==> src/rtl/pmem_arbiter.sv <==
// pmem_arbiter: shares program memory between fetch and the loader; define PMEM_ARB_FAIRNESS_EN to cap loader bursts at MAX_BURST
module pmem_arbiter #(
  parameter int PC_WIDTH   = 12,
  parameter int PMEM_WIDTH = 16,
  parameter int MAX_BURST  = 8
) (
  input  logic                  clock_i,
  input  logic                  reset_i,
  input  logic [PC_WIDTH-1:0]   fe_addr_i,
  output logic                  fe_stall_o,
  output logic                  fe_flush_o,
  input  logic                  ld_req_i,
  input  logic                  ld_we_i,
  input  logic [PC_WIDTH-1:0]   ld_addr_i,
  input  logic [PMEM_WIDTH-1:0] ld_wdata_i,
  output logic                  ld_gnt_o,
  output logic                  ld_rvalid_o,
  output logic [PMEM_WIDTH-1:0] ld_rdata_o,
  output logic [PC_WIDTH-1:0]   mem_addr_o,
  output logic                  mem_we_o,
  output logic [PMEM_WIDTH-1:0] mem_wdata_o,
  input  logic [PMEM_WIDTH-1:0] mem_rdata_i
);
  typedef enum logic [1:0] {FETCH, LOAD, REFILL} state_e;
  state_e state_q, state_d;
  logic xfer;
  logic burst_end;
  logic ld_rvalid_q;
  logic [PMEM_WIDTH-1:0] ld_rdata_q;
  assign xfer = (state_q == LOAD) && ld_req_i;
`ifdef PMEM_ARB_FAIRNESS_EN
  localparam int CW = ($clog2(MAX_BURST + 1) < 3) ? 3 : $clog2(MAX_BURST + 1);
  logic [CW-1:0] burst_cnt_q, burst_cnt_d;
  assign burst_end = xfer && (burst_cnt_q == CW'(MAX_BURST - 1));
  // counts transfers in the current grant; fetch ownership clears it
  always_comb begin
    burst_cnt_d = (state_q == FETCH) ? '0 : xfer ? burst_cnt_q + 1'b1 : burst_cnt_q;
  end
  // burst counter register
  always_ff @(posedge clock_i or posedge reset_i) begin
    if (reset_i) burst_cnt_q <= '0;
    else         burst_cnt_q <= burst_cnt_d;
  end
`else
  assign burst_end = 1'b0;
`endif
  // next ownership and memory-port steering, decoded from the owner state
  always_comb begin
    state_d     = FETCH;
    ld_gnt_o    = 1'b0;
    fe_stall_o  = 1'b0;
    fe_flush_o  = 1'b0;
    mem_addr_o  = fe_addr_i;
    mem_we_o    = 1'b0;
    mem_wdata_o = '0;
    if (state_q == FETCH) begin
      state_d = ld_req_i ? LOAD : FETCH;
    end else if (state_q == LOAD) begin
      state_d     = (!ld_req_i || burst_end) ? REFILL : LOAD;
      ld_gnt_o    = 1'b1;
      fe_stall_o  = 1'b1;
      mem_addr_o  = ld_addr_i;
      mem_we_o    = ld_req_i & ld_we_i;
      mem_wdata_o = ld_wdata_i;
    end else if (state_q == REFILL) begin
      fe_stall_o = 1'b1;
      fe_flush_o = 1'b1;
    end
  end
  // owner state; async reset drops a loader grant instantly so no write slips through
  always_ff @(posedge clock_i or posedge reset_i) begin
    if (reset_i) state_q <= FETCH;
    else         state_q <= state_d;
  end
  // read return: memory data arrives the cycle after the read transfer, then is held
  always_ff @(posedge clock_i or posedge reset_i) begin
    if (reset_i) begin
      ld_rvalid_q <= 1'b0;
      ld_rdata_q  <= '0;
    end else begin
      ld_rvalid_q <= xfer & ~ld_we_i;
      ld_rdata_q  <= ld_rvalid_q ? mem_rdata_i : ld_rdata_q;
    end
  end
  assign ld_rvalid_o = ld_rvalid_q;
  assign ld_rdata_o  = ld_rvalid_q ? mem_rdata_i : ld_rdata_q;
endmodule

==> config.mk <==
export PLATFORM = sky130hd
export DESIGN_NAME = pmem_arbiter
export DESIGN_NICKNAME = d
export VERILOG_FILES = /design/src/rtl/pmem_arbiter.sv
export SDC_FILE = /design/constraint.sdc
export NUM_CORES = 1
export LEC_CHECK = 0
export CAP_MARGIN = 5
export CORE_MARGIN = 2
export CORE_UTILIZATION = 30
export CTS_BUF_LIST = sky130_fd_sc_hd__clkbuf_2 sky130_fd_sc_hd__clkbuf_4 sky130_fd_sc_hd__clkbuf_8
export DETAILED_ROUTE_END_ITERATION = 16
export PLACE_DENSITY = 0.78
export SETUP_SLACK_MARGIN = 0.1
export SKIP_CTS_REPAIR_TIMING = 1
export SYNTH_ARGS = -nofsm -noshare
export SYNTH_HDL_FRONTEND = slang
export SYNTH_SLANG_ARGS = --single-unit
==> constraint.sdc <==
create_clock -name clock_i -period 2 [get_ports clock_i]
set_input_delay 0.4 -clock clock_i [delete_from_list [all_inputs] [get_ports clock_i]]
set_output_delay 0.4 -clock clock_i [all_outputs]
set_load 0.01 [all_outputs]
==> results.md, run 1 <==
Outcome:
- The flow ran to the end, but the final reports show violations.
- The checks that failed: negative setup slack.

Yosys:
- For this run, the number of Yosys warnings is 0.
- The cell area that synthesis handed to floorplanning was between 1000 and 1500 um^2.
- The part of the Yosys area used for sequential elements is around 43%.
- Synthesis inferred 19 register bits.
- Synthesis produced a netlist with a net count of about 150.
- In the synthesized netlist, the number of instances is 83.
- The distinct cell type count after synthesis is 16.
- The mean post-synth cell area is between 10 and 15 um^2.

GRT:
- The first global-routing pass estimated between 4 and 5 mm of wire.
- Entering global routing, the biggest net connects 20 pins.
- The global-route total usage across every layer is roughly 15%.
- The via count of the first global-routing pass is approximately 1100.
- The initial antenna violation count came to 0.
- The leftover overflow at the end of global routing is 0.

Critical path:
- By startpoint and endpoint, the worst setup path is classified as reg -> out.
- The critical path launch point is state_q[0].
- In this run the worst path has a maximum fanout of 6.
- At the worst endpoint, the required time is 1.60 ns.
- The category of the worst setup path launch point is a flop.
- The endpoint kind of the worst setup timing path is an output port.
- The startpoint of the most critical register-to-register path is state_q[0].
- At the worst endpoint, the arrival time is about 1.7 ns.

Cells and area:
- From synthesis to final layout, the design area changed by 134%.
- The layout cell share with drive strength beyond 1 is a little under half.
- Leaving out fill and tap cells, the most frequent cell in the layout is sky130_fd_sc_hd__clkdlybuf4s50_1.
- The repair_antennas step left the layout with diodes totalling 0.
- The final net count is approximately 280.
- The final non-filler cell total is 260.
- The top cell types in the final layout, fill and taps aside, are 60 x sky130_fd_sc_hd__clkdlybuf4s50_1, 30 x sky130_fd_sc_hd__buf_6, 20 x sky130_fd_sc_hd__dlymetal6s2s_1, 19 x sky130_fd_sc_hd__dfrtp_1, 15 x sky130_fd_sc_hd__mux2_2.

Clocking:
- The TritonCTS clock tree is yes.
- The number of clock buffers added by TritonCTS is 3.
- CTS built an H-tree with a depth of 1.
- The clock slew seen by the registers of the worst setup and hold paths is approximately 0.070 ns.
- The clock net in this run drives a total of 19 sinks.
- The clock network latency to the later pin of the worst-skew pair is approximately 0.25 ns.
- Counting along the longest clock path gives a buffer depth of 2.
- The cell sitting at the root of the clock tree is a sky130_fd_sc_hd__clkbuf_8.

Timing:
- Setup violations remaining at the end of the flow were counted as 13.
- The worst path uses 106% of the clock period.
- Setup repair after global routing could not meet its margin everywhere.
- The summed negative setup slack over all endpoints is -1.19 ns.
- The setup slack after layout is -0.112 ns.
- Counting I/O delays and the setup requirement, the final critical path takes about 2.1 ns.
- The final number of max-transition violations was 0.
- For the pin with the worst max-slew slack, the measured transition is between 0.2 and 0.25 ns.
- The remaining max-slew budget at the tightest pin is ~84%.
- On the final layout, the worst clock skew is 0.00129 ns.
- The number of failing hold endpoints at the final stage came to 0.
- The peak clock frequency supported by timing is ~470 MHz.

Detailed routing:
- Routed signal wires occupy layers up through met4.
- Detailed routing placed a total of about 190 um of wire on met3.
- Summed over all layers, the routed wires come to 3.78 mm.
- The final routed wire length divided by cell count is ~15 um.
- The met2 wirelength from detailed routing is ~2.2 mm.
- The first detailed-routing pass took 4 iterations.
- The vias per cell is around 4.3.
- The final routed DRC violation total is 0.
- The detailed router finished its first iteration with 21 violations.
- After detailed routing, the wire length on met1 is about 1.3 mm.
- The detailed router placed roughly 1100 vias in this run.
- The detail route stage leaves a number of antenna-violating nets equal to 0.

Placed design:
- The total placed cells including tap cells is approximately 250.
- The placer's final routability congestion estimate is 0.744.
- The sum of net half-perimeters after detailed placement is between 2 and 3 mm.
- The number of input and output port buffers inserted is 108.

Die:
- The top-level I/O count is ~110.
- The die is roughly 65 um wide.
- The total area inside the core boundary comes to between 3000 and 4000 um^2.
- The die covers 4200 um^2.
- Measured along the y axis, the die boundary spans approximately 65 um.
- In this run the core area contains 22 standard-cell rows.
- The starting density of the core is a little under a third.

Run:
- The max capacitance violation total is 0.

Power and ir drop:
- For this design the ratio of total power to cell area is 607 nW/um^2.
- The highest ir drop seen on vdd is around 0.56 mV.
- For this design the static power due to leakage is around 1.4 nW.

Worst hold path:
- The worst hold path belongs to the class in -> async.
critical path: stages (launching register included):
cell	delay [ns]
sky130_fd_sc_hd__dfrtp_1	0.41
sky130_fd_sc_hd__buf_6	0.12
sky130_fd_sc_hd__ha_4	0.12
sky130_fd_sc_hd__nor2b_4	0.20
sky130_fd_sc_hd__clkbuf_16	0.18
sky130_fd_sc_hd__mux2_4	0.30
sky130_fd_sc_hd__buf_6	0.12
registers in the layout (all words and copies together) (netlist names):
| signal | count |
|---|---|
| state_q | 2 |
| ld_rvalid_o | 1 |
| ld_rdata_q | 16 |
final timing paths:
path	to	slack, ns	depth (start not counted)
worst max-delay path	mem_addr_o[9]	-0.11	6
worst min-delay path	ld_rdata_q[5]	0.46	3
worst max register to register	state_q[1]	0.77	5
worst min register to register	ld_rdata_q[14]	0.48	1
max in group asynchronous	ld_rdata_q[4]	1.34	3
min in group clock_i	ld_rdata_q[14]	0.48	1
per-layer routing:
metal / vias up / GRT usage (%)
met5: - / 0
met4: 0 / 6.38
met3: 4 / 3.47
met2: 43 / 29.5
met1: 539 / 14.1
li1: 536 / -
per-stage QoR:
| step | worst slack (ns) | utilization [%] | power, mW | hold slack [ns] | cell area [um^2] |
|---|---|---|---|---|---|
| after floorplan | 0.234 | - | 0.811 | 0.351 | 1110 |
| after global placement | -0.129 | 63.9 | 1.24 | 0.468 | 2300 |
| after detailed placement | -0.184 | 63.9 | 1.26 | 0.475 | 2300 |
| after CTS | -0.478 | 65.3 | 1.54 | 0.470 | 2350 |
| after global routing | -0.174 | 72.2 | 1.67 | 0.502 | 2600 |
| final | -0.112 | 72.2 | 1.58 | 0.459 | 2600 |
logic make-up after synthesis:
| kind of cell | share of synthesized area [%] |
|---|---|
| flip-flops | 42.8 |
| AO/OA/AOI/OAI | 0.677 |
| multiplexers | 31.8 |
| AND/OR/NAND/NOR | 13.9 |
| adder cells (fa/ha/maj) | 5.64 |
| buffers and inverters | 5.19 |
cell usage after synthesis (all sizes together):
cell type | number | area, um^2
and2 | 15 | 93.8
and4b | 1 | 10.0
buf | 3 | 42.5
clkbuf | 1 | 3.75
dfrtp | 19 | 475
ha | 5 | 62.6
inv | 3 | 11.3
mux2 | 28 | 353
nand2 | 2 | 7.51
nor2 | 2 | 7.51
nor2b | 2 | 27.5
nor3b | 1 | 7.51
o21a | 1 | 7.51
where the power goes:
group	leakage (nW)	switching, mW	internal, mW
Combinational	1.10	0.285	0.517
Sequential	0.230	0.0266	0.479
Clock	0.0262	0.117	0.155
final cells by class:
cell class	count	area [um^2]
fill	250	1000
inverter	3	11.3
timing repair buffer	128	1350
clock buffer	4	48.8
tap	48	60.1
sequential	19	475
multi-input combinational	58	656
(Power assumes the default switching activity.)
==> run 2: changes to the inputs <==
--- a/config.mk
+++ b/config.mk
@@ -5,12 +5,13 @@
 export SDC_FILE = /design/constraint.sdc
 export NUM_CORES = 1
 export LEC_CHECK = 0
+export ABC_CLOCK_PERIOD_IN_PS = 2000
 export CAP_MARGIN = 5
 export CORE_MARGIN = 2
 export CORE_UTILIZATION = 30
 export CTS_BUF_LIST = sky130_fd_sc_hd__clkbuf_2 sky130_fd_sc_hd__clkbuf_4 sky130_fd_sc_hd__clkbuf_8
 export DETAILED_ROUTE_END_ITERATION = 16
-export PLACE_DENSITY = 0.78
+export PLACE_DENSITY = 0.92
 export SETUP_SLACK_MARGIN = 0.1
 export SKIP_CTS_REPAIR_TIMING = 1
 export SYNTH_ARGS = -nofsm -noshare
==> run 2 against run 1 <==
Against the previous run:
- the flow still finishes with violations (negative setup slack)
- clock skew grew 0.0023 ns
- highest routed layer unchanged
- combinational power shrank 2.7%
- register-to-register slack about the same
- via count decreased by 1.4%
- first-iteration DRC count up 100%
- non-clock buffer count is 2 lower
==> results.md, run 2 (same netlist as run 1, synthesis figures left out) <==
Die:
- The starting density of the core is a little under a third.
- The placeable core region is approximately 3600 um^2.
- The overall die height is 64.8 um.
- The floorplan step defined a die boundary enclosing between 4000 and 5000 um^2.
- The floorplan row count is 22.
- The die is between 60 and 70 um wide.
- between 100 and 150 I/O pins were placed.

Critical path:
- The most critical setup path has its startpoint at state_q[0].
- The endpoint kind of the worst setup timing path is an output port.
- The startpoint of the most critical register-to-register path is state_q[0].
- The worst register-to-register path has a depth of 5.
- Across all register-to-register paths, the minimum setup slack is roughly 0.77 ns.
- The arrival time at the worst endpoint is roughly 1.7 ns.
- At the worst endpoint, the required time is 1.60 ns.
- In this run the critical register-to-register path is captured at state_q[0].
- The worst setup path is of the reg -> out kind.
- The maximum fanout count along the critical path is 6.
- The category of the worst setup path launch point is a flop.

Detailed routing:
- The number of iterations in the first detailed-routing pass is 4.
- The final routed wire length divided by cell count is between 10 and 15 um.
- The post-detailed-routing wire length is around 3.8 mm.
- The final routed DRC violation total is 0.
- The routed layout has around 1100 vias.
- The detailed router finished its first iteration with between 40 and 50 violations.
- The vias per cell is roughly 4.3.
- The final antenna-violating net count is 0.

Cells and area:
- The final net count is roughly 280.
- The repair_antennas step left the layout with diodes totalling 0.
- In the layout the commonest cells are 60 x sky130_fd_sc_hd__clkdlybuf4s50_1, 20 x sky130_fd_sc_hd__dlymetal6s2s_1, 19 x sky130_fd_sc_hd__dfrtp_1, 18 x sky130_fd_sc_hd__buf_6, 15 x sky130_fd_sc_hd__mux2_2.
- The most common cell after layout, fill and taps aside is sky130_fd_sc_hd__clkdlybuf4s50_1.
- The number of flip-flops under the largest register name is 16.
- Once layout is complete, the cells apart from fillers number between 200 and 300.
- The register name with the most flops is ld_rdata_q.
- The layout cell share with drive strength beyond 1 is a little over two fifths.
- The signed area change from the synthesized netlist to the final layout is 127%.

Timing:
- The worst pin sits at a relative slew slack of between 80% and 90%.
- The final count of negative-setup-slack endpoints is 16.
- Setup repair after global routing could not meet its margin everywhere.
- The setup slack after layout is -0.114 ns.
- The final cycle utilization of the critical path is 106%.
- Based on the critical path, the design can be clocked at up to between 400 and 500 MHz.
- The setup skew after layout is between 0.003 and 0.004 ns.
- The number of failing hold endpoints at the final stage was 0.
- The actual slew at the worst max-slew pin is between 0.2 and 0.25 ns.
- After layout, the minimum clock period comes to between 2 and 2.5 ns.
- The summed negative setup slack over all endpoints is -1.18 ns.
- The final number of max-transition violations is 0.

Clocking:
- The clock network latency to the later pin of the worst-skew pair is 0.25 ns.
- The number of H-tree levels is 1.
- The buffer levels on the longest clock path is 2.
- Clock tree synthesis inserted a total of 3 buffers.
- After clock tree synthesis, the clock-pin slew on the worst setup and hold paths is 0.07 ns.
- The tree is rooted in a sky130_fd_sc_hd__clkbuf_8.
- The TritonCTS clock tree is yes.
- The clock drives 19 sinks.

Placed design:
- Detailed placement ended at an HPWL of between 2 and 3 mm.
- The total placed cells including tap cells is ~250.
- The placer's final routability congestion estimate is 0.727.
- The number of input and output port buffers inserted is about 110.

Worst hold path:
- In this run the worst hold path is classified as in -> async.

Outcome:
- The flow ran to the end, but the final reports show violations.
- The checks that failed: negative setup slack.

GRT:
- The via count of the first global-routing pass is about 1100.
- The global-route total usage across every layer is roughly 15%.
- The leftover overflow at the end of global routing is 0.
- The wire length of the first global-routing pass is around 5 mm.
- The maximum number of pins on one net before global-route repair is 20.
- The initial antenna violation count is 0.

Power and ir drop:
- The highest ir drop seen on vdd is 0.336 mV.
- The power per unit of standard cell area is 618 nW/um^2.
- For this design the static power due to leakage is approximately 1.3 nW.

Run:
- Across the run, the number of max-cap violations was 0.
[run 2: cell count changes in the layout (fill, tap and decap cells not counted)]
| cell | before | now |
|---|---|---|
| sky130_fd_sc_hd__buf_6 | 30 | 18 |
| sky130_fd_sc_hd__buf_2 | 3 | 12 |
| sky130_fd_sc_hd__and2_1 | 3 | 11 |
| sky130_fd_sc_hd__and2_4 | 12 | 4 |
| sky130_fd_sc_hd__buf_4 | 9 | 11 |
| sky130_fd_sc_hd__clkbuf_2 | 3 | 2 |
| sky130_fd_sc_hd__ha_1 | 2 | 1 |
| sky130_fd_sc_hd__ha_4 | 2 | 3 |
[run 2: final cells by class]
class,count,area (um^2)
timing repair buffer,126,1270
fill,280,1090
multi-input combinational,58,648
sequential,19,475
tap,48,60.1
clock buffer,4,48.8
inverter,3,11.3
[run 2: how the worst max path moves through the flow]
stage	endpoint	slack (ns)	depth (start not counted)
after floorplan	mem_addr_o[10]	0.23	5
after global placement	mem_addr_o[0]	-0.14	6
after detailed placement	mem_addr_o[0]	-0.18	6
after CTS	mem_addr_o[0]	-0.46	6
after global routing	mem_addr_o[9]	-0.18	6
final	mem_addr_o[9]	-0.11	6
[run 2: critical path, cell delays in order (launching register included)]
cell and delay, ns:
sky130_fd_sc_hd__dfrtp_1 0.43, sky130_fd_sc_hd__inv_2 0.08, sky130_fd_sc_hd__ha_4 0.17, sky130_fd_sc_hd__nor2b_4 0.17, sky130_fd_sc_hd__clkbuf_16 0.18, sky130_fd_sc_hd__mux2_4 0.30, sky130_fd_sc_hd__buf_6 0.12
[run 2: routing by layer]
layer | track usage (%) | vias up | routed length (um)
li1 | - | 534 | -
met1 | 17.7 | 532 | 1390
met2 | 28.1 | 34 | 2170
met3 | 3.30 | 6 | 142
met4 | 4.79 | 0 | 68
met5 | 0 | - | 0
[run 2: power breakdown]
| group | leakage, nW | internal [mW] | switching (mW) |
|---|---|---|---|
| Clock | 0.0262 | 0.155 | 0.116 |
| Sequential | 0.230 | 0.479 | 0.0255 |
| Combinational | 1.07 | 0.496 | 0.284 |
| Total | 1.32 | 1.13 | 0.425 |
[run 2: through the flow]
step                      power (mW)  hold slack (ns)  setup WS, ns  cell area (um^2)  util, %
final                           1.55            0.469        -0.114              2510     69.7
after global routing            1.65            0.508        -0.178              2510     69.7
after CTS                       1.54            0.476        -0.464              2350     65.3
after detailed placement        1.27            0.470        -0.184              2300     63.9
after global placement          1.25            0.478        -0.137              2300     63.9
after floorplan                0.811            0.351         0.234              1110        -
